`config.mk`:
```
export PLATFORM = sky130hd
export DESIGN_NAME = dmem_arb
export DESIGN_NICKNAME = d
export VERILOG_FILES = /design/src/rtl/dmem_pkg.sv /design/src/rtl/dmem_ld_align.sv /design/src/rtl/dmem_arb.sv
export SDC_FILE = /design/constraint.sdc
export NUM_CORES = 1
export LEC_CHECK = 0
export BUFFER_PORTS_ARGS = -buffer_cell sky130_fd_sc_hd__buf_4
export CAP_MARGIN = 10
export CORE_MARGIN = 2
export CORE_UTILIZATION = 38
export CTS_CLUSTER_SIZE = 14
export DETAILED_ROUTE_END_ITERATION = 12
export GPL_ROUTABILITY_DRIVEN = 0
export GPL_TIMING_DRIVEN = 0
export PLACE_DENSITY = 0.79
export RECOVER_POWER = 25
export SLEW_MARGIN = 20
export SYNTH_ARGS = -nofsm -noshare
export SYNTH_HDL_FRONTEND = slang
export SYNTH_SLANG_ARGS = --single-unit
export TNS_END_PERCENT = 5
```
`constraint.sdc`:
```
create_clock -name clk -period 1.8 [get_ports clk]
set_input_delay 0.36 -clock clk [delete_from_list [all_inputs] [get_ports clk]]
set_output_delay 0.36 -clock clk [all_outputs]
set_load 0.02 [all_outputs]
```
`src/rtl/dmem_pkg.sv`:
```
// rtl/dmem_pkg.sv - access size codes and byte-lane helpers shared by dmem_arb and the LSU
package dmem_pkg;

  localparam logic [1:0] SZ_BYTE = 2'd0;
  localparam logic [1:0] SZ_HALF = 2'd1;
  localparam logic [1:0] SZ_WORD = 2'd2;
  localparam logic [1:0] SZ_ILL  = 2'd3;

  function automatic logic [3:0] gen_mask(input logic [1:0] size, input logic [1:0] off);
    case (size)
      SZ_BYTE: return 4'b0001 << off;
      SZ_HALF: return 4'b0011 << off;
      SZ_WORD: return 4'b1111;
      default: return 4'b0000;
    endcase
  endfunction

  function automatic logic is_legal(input logic [1:0] size, input logic [1:0] off);
    case (size)
      SZ_BYTE: return 1'b1;
      SZ_HALF: return ~off[0];
      SZ_WORD: return off == 2'd0;
      default: return 1'b0;
    endcase
  endfunction

endpackage

```
`src/rtl/dmem_ld_align.sv`:
```
// rtl/dmem_ld_align.sv - shifts a memory word down to the accessed lane and extends it
module dmem_ld_align
  import dmem_pkg::*;
(
  input  logic [31:0] rdata,
  input  logic [1:0]  off,
  input  logic [1:0]  size,
  input  logic        uns,
  output logic [31:0] result
);

  logic [31:0] sh;

  always_comb begin
    sh = rdata >> {off, 3'b000};
    case (size)
      SZ_BYTE: result = {{24{~uns & sh[7]}}, sh[7:0]};
      SZ_HALF: result = {{16{~uns & sh[15]}}, sh[15:0]};
      SZ_WORD: result = sh;
      default: result = 32'd0;
    endcase
  end

endmodule

```
`src/rtl/dmem_arb.sv`:
```
// rtl/dmem_arb.sv - round-robin two-port arbiter and access sequencer in front of dmem
module dmem_arb
  import dmem_pkg::*;
#(
  parameter int AW = 10
) (
  input  logic          clk,
  input  logic          rst,
  input  logic          i_p0_req,
  output logic          o_p0_gnt,
  input  logic          i_p0_we,
  input  logic [1:0]    i_p0_size,
  input  logic          i_p0_uns,
  input  logic [AW-1:0] i_p0_addr,
  input  logic [31:0]   i_p0_wdata,
  output logic          o_p0_rvalid,
  output logic [31:0]   o_p0_rdata,
  output logic          o_p0_err,
  input  logic          i_p1_req,
  output logic          o_p1_gnt,
  input  logic          i_p1_we,
  input  logic [1:0]    i_p1_size,
  input  logic          i_p1_uns,
  input  logic [AW-1:0] i_p1_addr,
  input  logic [31:0]   i_p1_wdata,
  output logic          o_p1_rvalid,
  output logic [31:0]   o_p1_rdata,
  output logic          o_p1_err,
  output logic          o_mem_we,
  output logic [3:0]    o_mem_mask,
  output logic [7:0]    o_mem_addr,
  output logic [31:0]   o_mem_data,
  input  logic [31:0]   i_mem_data
);

  logic          last;
  logic          accept;
  logic          sel;
  logic          s_we;
  logic [1:0]    s_size;
  logic          s_uns;
  logic [AW-1:0] s_addr;
  logic [31:0]   s_wdata;
  logic [1:0]    s_off;
  logic          s_legal;

  logic          r_valid;
  logic          r_port;
  logic          r_we;
  logic [1:0]    r_size;
  logic          r_uns;
  logic [1:0]    r_off;
  logic          r_err;
  logic          resp;
  logic [31:0]   ld_res;
  logic [31:0]   resp_data;

  // Under contention the port that did not win last time goes first.
  assign o_p0_gnt = ~rst & i_p0_req & (~i_p1_req | last);
  assign o_p1_gnt = ~rst & i_p1_req & (~i_p0_req | ~last);
  assign accept   = o_p0_gnt | o_p1_gnt;
  assign sel      = o_p1_gnt;

  assign s_we    = sel ? i_p1_we    : i_p0_we;
  assign s_size  = sel ? i_p1_size  : i_p0_size;
  assign s_uns   = sel ? i_p1_uns   : i_p0_uns;
  assign s_addr  = sel ? i_p1_addr  : i_p0_addr;
  assign s_wdata = sel ? i_p1_wdata : i_p0_wdata;
  assign s_off   = s_addr[1:0];
  assign s_legal = is_legal(s_size, s_off);

  always_comb begin
    o_mem_we   = 1'b0;
    o_mem_mask = 4'b0000;
    o_mem_addr = 8'd0;
    o_mem_data = 32'd0;
    if (accept) begin
      o_mem_we   = s_we & s_legal;
      o_mem_mask = gen_mask(s_size, s_off);
      o_mem_addr = 8'(s_addr >> 2);
      o_mem_data = s_wdata << {s_off, 3'b000};
    end
  end

  always_ff @(posedge clk) begin
    if (rst) begin
      last    <= 1'b1;
      r_valid <= 1'b0;
      r_port  <= 1'b0;
      r_we    <= 1'b0;
      r_size  <= SZ_BYTE;
      r_uns   <= 1'b0;
      r_off   <= 2'd0;
      r_err   <= 1'b0;
    end else begin
      r_valid <= accept;
      if (accept) begin
        last   <= sel;
        r_port <= sel;
        r_we   <= s_we;
        r_size <= s_size;
        r_uns  <= s_uns;
        r_off  <= s_off;
        r_err  <= ~s_legal;
      end
    end
  end

  dmem_ld_align u_ld_align (
    .rdata  (i_mem_data),
    .off    (r_off),
    .size   (r_size),
    .uns    (r_uns),
    .result (ld_res)
  );

  // A response still in flight when reset arrives is dropped.
  assign resp      = r_valid & ~rst;
  assign resp_data = (r_we | r_err) ? 32'd0 : ld_res;

  assign o_p0_rvalid = resp & ~r_port;
  assign o_p1_rvalid = resp & r_port;
  assign o_p0_rdata  = o_p0_rvalid ? resp_data : 32'd0;
  assign o_p1_rdata  = o_p1_rvalid ? resp_data : 32'd0;
  assign o_p0_err    = o_p0_rvalid & r_err;
  assign o_p1_err    = o_p1_rvalid & r_err;

endmodule
```
==> flow_summary.yaml, run 1 <==
floorplan:
  die-area_um2: 9400
  die_w_um: 97.0
  coreArea_um2: 8300
  initial_core_util: 0.396
  fp-row-count: 33
  ios: 243
  die_y_um: 97.0
cells_and_area:
  antenna_cells_inserted: 0
  fillers: 600
  multi_input_area_um2: 3320
  layout_common_cells: "buf_4, mux2i_1, nor2_1, buf_6, nand2_1"
  areaGrowthSynthToFinish_pct: 90.2
  finalCoreUtilization: 0.753
  fin_nets: 867
  layoutNonFillerInstCount: 842
  drive_above_1_share: 0.556
  seqCellArea_um2: 206
  layout_commonest_cell: "buf_4"
placement:
  dp_hpwl_mm: 13.8
  port_buffers: 240
  placedCellCount: 826
power:
  seqPwrFrac: 0.111
  intPower_uw: 1240
  p_leak_uw: 0.00289
  switching_share: 0.479
  clock_power_share: 0.100
  ir_drop_mv: 0.187
  switchingPower_uw: 1140
  power_density_nw_per_um2: 380
  comb_power_share: 0.789
critical_path:
  crit_arrival_ns: 1.90
  worstPathMaxFanout: 10
  cp-startpoint: "r_off[1]"
  cp_data_required_time_ns: 1.44
  timing.rr.start: "last"
  cpMaxStageDelayCell: "dfxtp_4"
  crit_type: "flip-flop to primary output"
  cp-start-kind: "flip-flop"
  crit_chain: "mux2i_4, nor3b_2, o31ai_4, buf_6, buf_12, a21oi_1, buf_4"
  critPathMaxStageDelay_ns: 0.40
  endpoint_kind: "primary output"
sta:
  final.setup.tns_ns: -36.40
  period_minus_slack_ns: 2.26
  period_share: 1.25
  worstMarginPinSlew_ns: 0.603
  slew_violations: 0
  fin_ws_ns: -0.457
  grt_setup_unrepaired: "yes"
  slew_headroom: 0.594
  fmax_ghz: 0.443
  setup_violations: 109
  report.final.hold_viol_count: 0
  finClkSkew_ns: 0.000991
detailed_routing:
  firstDrtPassIters: 7
  drt_iter0_markers: 369
  vias: 5225
  detail-route-antenna-nets: 0
  drcViolationCount: 0
  wl_per_cell_um: 21.4
  wl_mm: 18.1
  via_per_inst: 6.21
flow_run:
  maxCapViolCount: 0
yosys:
  synth-main-ff-cell: "dfxtp_1"
  synth_area_um2: 3280
  synthCells: 481
  synth_edf_count: 0
  synth_cell_types: 61
  synthArstFlopShare: 0
  syn_nets: 609
  syn_avg_cell_area_um2: 6.83
  ys_ff_latch: 10
  ys_warn_count: 0
  yosysSeqAreaShare: 0.0610
global_routing:
  grt_first_pass_wirelength_mm: 26.4
  grt_use_total: 0.340
  grt_overflow: 0
  grt_max_degree: 11
  first_global_vias: 5196
  antenna_found_initial: 0
clock_tree:
  htreeDepth: 1
  numCtsBuffers: 3
  cts_tree: "built"
  path_clk_slew_ns: 0.05
  hold_buffers: 0
  cts.sinks: 10
  clockBufferDepth: 2
  clkLatencyLatePin_ns: 0.24
  cts_root_buf: "clkbuf_8"
worst_hold_path:
  holdCritPathClass: "input pin to flip-flop"
  min_from: "i_p1_uns"
run_status:
  status: "finished, violations left"
  violations: "negative setup slack"
-- flip-flops by register name (all words and copies together), names as in the netlist --
| signal | count |
|---|---|
| r_port | 1 |
| last | 1 |
| r_size | 2 |
| r_off | 2 |
| r_err | 1 |
| r_we | 1 |
| r_valid | 1 |
| r_uns | 1 |
-- cell type report --
type	instances	area share
tap	105	0.0210
inverter	12	0.00881
sequential	10	0.0331
buffer	46	0.0649
multi-input combinational	412	0.532
clock buffer	3	0.00661
timing repair buffer	254	0.333
-- what timing repair did --
item / in CTS / in global routing
resized for setup: 81 / 63
setup buffers: 10 / 2
gates cloned: 1 / 1
setup endpoints to repair: 111 / 110
pin swaps: 23 / 5
-- metal layers --
metal,vias up,part of all wire,track usage
met2,404,0.50,0.619
met1,2441,0.36,0.389
li1,2307,-,-
met5,-,0,0
met4,0,0.048,0.156
met3,73,0.094,0.0491
-- kinds of logic after synthesis --
kind of cell | synth area share
buffers and inverters | 0.105
muxes | 0.255
xor gates and xnor gates | 0.00267
DFF | 0.0610
and+or+nand+nor | 0.254
AOI/OAI and AO/OA | 0.322
-- through the flow --
| stage | area (µm²) | hold slack [ns] | power, µW | setup slack, ns |
|---|---|---|---|---|
| 6_report | 6250 | 0.393 | 2370 | -0.457 |
| 5_1_grt | 6250 | 0.410 | 2460 | -0.505 |
| 4_1_cts | 6010 | 0.392 | 2220 | -0.404 |
| 3_5_place_dp | 5570 | 0.539 | 1840 | -0.573 |
| 3_3_place_gp | 5570 | 0.533 | 1810 | -0.555 |
| 2_1_floorplan | 3640 | 0.489 | 1220 | -0.170 |
-- path summary, 6_finish.rpt --
| path | end | slack, ns | cells after the start |
|---|---|---|---|
| hold reg to reg | r_we | 0.54 | 2 |
| hold / removal | r_uns | 0.39 | 3 |
| setup reg to reg | r_size[1] | 0.35 | 5 |
| setup / recovery | o_p0_rdata[30] | -0.46 | 7 |
-- critical path, delay by kind of cell, from the launching register on --
family,cells,cell delay [ns]
compound gates,2,0.32
buf+inv,3,0.51
flops,1,0.40
mux,1,0.31
simple gates,1,0.09
-- synth_stat cells, drive strengths merged, types with 3 or more instances --
| cell type | n | area, µm² |
|---|---|---|
| mux2i | 68 | 681 |
| nor2 | 63 | 236 |
| a21oi | 50 | 250 |
| nand2 | 45 | 171 |
| buf | 32 | 215 |
| nand3 | 26 | 135 |
| o211ai | 22 | 165 |
| o21ai | 20 | 104 |
| clkbuf | 13 | 60.1 |
| inv | 12 | 45.0 |
| mux2 | 12 | 135 |
| nor3 | 12 | 65.1 |
| and3 | 11 | 73.8 |
| a21boi | 10 | 90.1 |
| dfxtp | 10 | 200 |
| nand4 | 9 | 56.3 |
| a211oi | 8 | 60.1 |
| a22o | 8 | 70.1 |
| a2bb2oi | 8 | 70.1 |
| a221oi | 4 | 35.0 |
| nor2b | 3 | 18.8 |
| o22ai | 3 | 18.8 |
-- power groups by stage --
stage               logic [µW]  registers (µW)  clock network [µW]
finish                    1870             264                 237
global route              1950             266                 243
CTS                       1720             263                 238
detailed placement        1570             265                   0
global placement          1550             263                   0
floorplan                  963             260                   0
Power figures use the tool's default switching activity.
==> run 2, diff against run 1 <==
--- a/config.mk
+++ b/config.mk
@@ -8,15 +8,17 @@
 export BUFFER_PORTS_ARGS = -buffer_cell sky130_fd_sc_hd__buf_4
 export CAP_MARGIN = 10
 export CORE_MARGIN = 2
-export CORE_UTILIZATION = 38
+export CORE_UTILIZATION = 39
 export CTS_CLUSTER_SIZE = 14
 export DETAILED_ROUTE_END_ITERATION = 12
 export GPL_ROUTABILITY_DRIVEN = 0
 export GPL_TIMING_DRIVEN = 0
-export PLACE_DENSITY = 0.79
+export PLACE_DENSITY_LB_ADDON = 0.15
 export RECOVER_POWER = 25
+export REMOVE_ABC_BUFFERS = 1
 export SLEW_MARGIN = 20
 export SYNTH_ARGS = -nofsm -noshare
 export SYNTH_HDL_FRONTEND = slang
+export SYNTH_HIERARCHICAL = 1
 export SYNTH_SLANG_ARGS = --single-unit
 export TNS_END_PERCENT = 5
==> flow_summary.yaml, run 2 <==
yosys:
  ys_ff_latch: 10
  synth_edf_count: 0
  synthCells: 496
  synth_area_um2: 3390
  yosysTopAreaCell: "mux2i_1"
  synth.most_common_cell: "and3_1"
  synthArstFlopShare: 0
  yosysTopAreaCellShare: 0.213
  yosysSeqAreaShare: 0.0591
  synth-main-ff-cell: "dfxtp_1"
  yosys-top-cells-area: "mux2i_1, and3_1, dfxtp_1, o21ai_0, a211oi_1"
  synth_cell_types: 56
  syn_avg_cell_area_um2: 6.83
  synth_commonest_cells: "and3_1, mux2i_1, nor2_1, nand2_1, o21ai_0"
  ys_warn_count: 6
power:
  clock_power_share: 0.103
  power_density_nw_per_um2: 375
  ir_drop_mv: 0.281
  comb_power_share: 0.777
  seqPwrFrac: 0.121
  switchingPower_uw: 1130
  p_total_uw: 2350
  intPower_uw: 1220
  switching_share: 0.480
  p_leak_uw: 0.00314
cells_and_area:
  layout_commonest_cell: "buf_4"
  fillers: 598
  layout_common_cells: "buf_4, and3_1, mux2i_1, buf_6, nor2_1"
  fin_nets: 864
  areaGrowthSynthToFinish_pct: 85.3
  multi_input_area_um2: 3430
  antenna_cells_inserted: 0
  reg_top3: "r_off (2), r_size (2)"
  seqCellArea_um2: 218
  drive_above_1_share: 0.519
clock_tree:
  htreeDepth: 1
  path_clk_slew_ns: 0.05
  clkLatencyLatePin_ns: 0.24
  cts.sinks: 10
  cts_root_buf: "clkbuf_8"
  hold_buffers: 0
  numCtsBuffers: 3
  cts_tree: "built"
  clockBufferDepth: 2
critical_path:
  crit_type: "input pin to primary output"
  crit_family: "compound AO/OA/AOI/OAI gates"
  crit_top_cell: "buf_4"
  crit_buf_inv: 3
  worstPathMaxFanout: 11
  cpMaxStageDelayCell: "a221o_1"
  cp-start-kind: "input pin"
  crit_arrival_ns: 1.88
  critPathMaxStageDelay_ns: 0.38
  endpoint_kind: "primary output"
  crit_chain: "buf_4, a21boi_4, buf_6, nand3_4, a221o_1, a21oi_1, buf_4"
  cp_data_required_time_ns: 1.44
run_status:
  status: "finished, violations left"
  violations: "negative setup slack"
global_routing:
  first_global_vias: 5196
  grt_first_pass_wirelength_mm: 26.9
  grt_max_degree: 35
  grt_overflow: 0
  antenna_found_initial: 0
  grt_use_total: 0.343
sta:
  final.setup.tns_ns: -32.25
  setup_violations: 111
  grt_setup_unrepaired: "yes"
  slew_violations: 0
  period_minus_slack_ns: 2.24
  fmax_ghz: 0.446
  report.final.hold_viol_count: 0
  fin_ws_ns: -0.441
  slew_headroom: 0.589
  period_share: 1.24
  finClkSkew_ns: 0.00205
  worstMarginPinSlew_ns: 0.615
floorplan:
  coreArea_um2: 8300
  ios: 243
  fp-row-count: 33
  initial_core_util: 0.408
  die_y_um: 97.2
  die-area_um2: 9440
  die_w_um: 97.2
detailed_routing:
  drt_iter0_markers: 568
  detail-route-antenna-nets: 0
  firstDrtPassIters: 5
  wl_per_cell_um: 21.1
  vias: 5396
  wl_mm: 17.7
  drcViolationCount: 0
  via_per_inst: 6.43
placement:
  port_buffers: 242
  dp_hpwl_mm: 10.5
flow_run:
  maxCapViolCount: 0
worst_hold_path:
  holdCritPathClass: "input pin to flip-flop"
[run 2: cell types whose count changed after synthesis, sizes merged, moves of 10 or more]
cell and delta:
nor2 -31, and3 +65, a211oi +10, clkbuf +14, mux2 -12, nand2 -15
o21ai +12, a21oi -27
[run 2: final cells by class]
class	instances	area share
Multi-Input combinational cell	430	0.547
Inverter	7	0.00798
Clock buffer	3	0.00658
Sequential cell	10	0.0347
Tap cell	105	0.0209
Timing Repair inverter	1	0.00140
Timing Repair Buffer	283	0.381
[run 2: layer usage]
layer  up-vias  global-route usage  share of wire
li1       2376                   -              -
met5         -                   0              0
met3       104              0.0755           0.11
met2       448               0.603           0.48
met1      2468               0.398           0.36
met4         0               0.151          0.052
[run 2: worst paths after layout]
check                start              to  slack [ns]  cells past startpoint
hold / removal    i_p1_uns           r_uns        0.40                      3
hold reg to reg      r_uns           r_uns        0.53                      2
setup / recovery  i_p1_req  o_mem_data[31]       -0.44                      7
setup reg to reg      last            r_we        0.25                      6
[run 2: cell families (layout without fill, tap and decap cells)]
kind of cell	count (synthesis)	count (layout)	share of synthesized area
AO/OA/AOI/OAI	145	150	0.307
AND/OR/NAND/NOR	202	205	0.322
flip-flops	10	10	0.0591
XOR/XNOR	2	2	0.00517
multiplexers	73	73	0.220
buffers and inverters	64	294	0.0872
[run 2: what timing repair did]
item / CTS / global route
buffers inserted: 38 / 0
cloned: 8 / 1
resized for setup: 123 / 38
pin swaps: 39 / 10
setup endpoints to repair: 123 / 113
[run 2: worst reg2reg max path: cells and delay by family, from the launching register on]
family | cells | cell delay, ns
muxes | 1 | 0.17
AOI/OAI and AO/OA | 2 | 0.50
DFF | 1 | 0.37
buffers and inverters | 2 | 0.35
and+or+nand+nor | 1 | 0.08
[run 2: power by group through the flow]
stage,registers (µW),clock network [µW],logic [µW]
after detailed placement,304,0,1370
after global placement,299,0,1330
final,284,242,1830
after floorplan,286,0,746
after global routing,287,257,1920
after CTS,281,235,1700
[run 2: per-stage QoR]
stage | utilization | hold slack (ns) | area [µm²] | setup WS, ns | std cells
5_1_grt | 0.756 | 0.417 | 6270 | -0.514 | 839
2_1_floorplan | - | 0.429 | 3120 | -1.24 | 439
6_report | 0.756 | 0.401 | 6270 | -0.441 | 839
3_5_place_dp | 0.616 | 0.521 | 5110 | -1.97 | 789
4_1_cts | 0.737 | 0.403 | 6110 | -0.340 | 838
3_3_place_gp | 0.610 | 0.494 | 5060 | -2.49 | 786
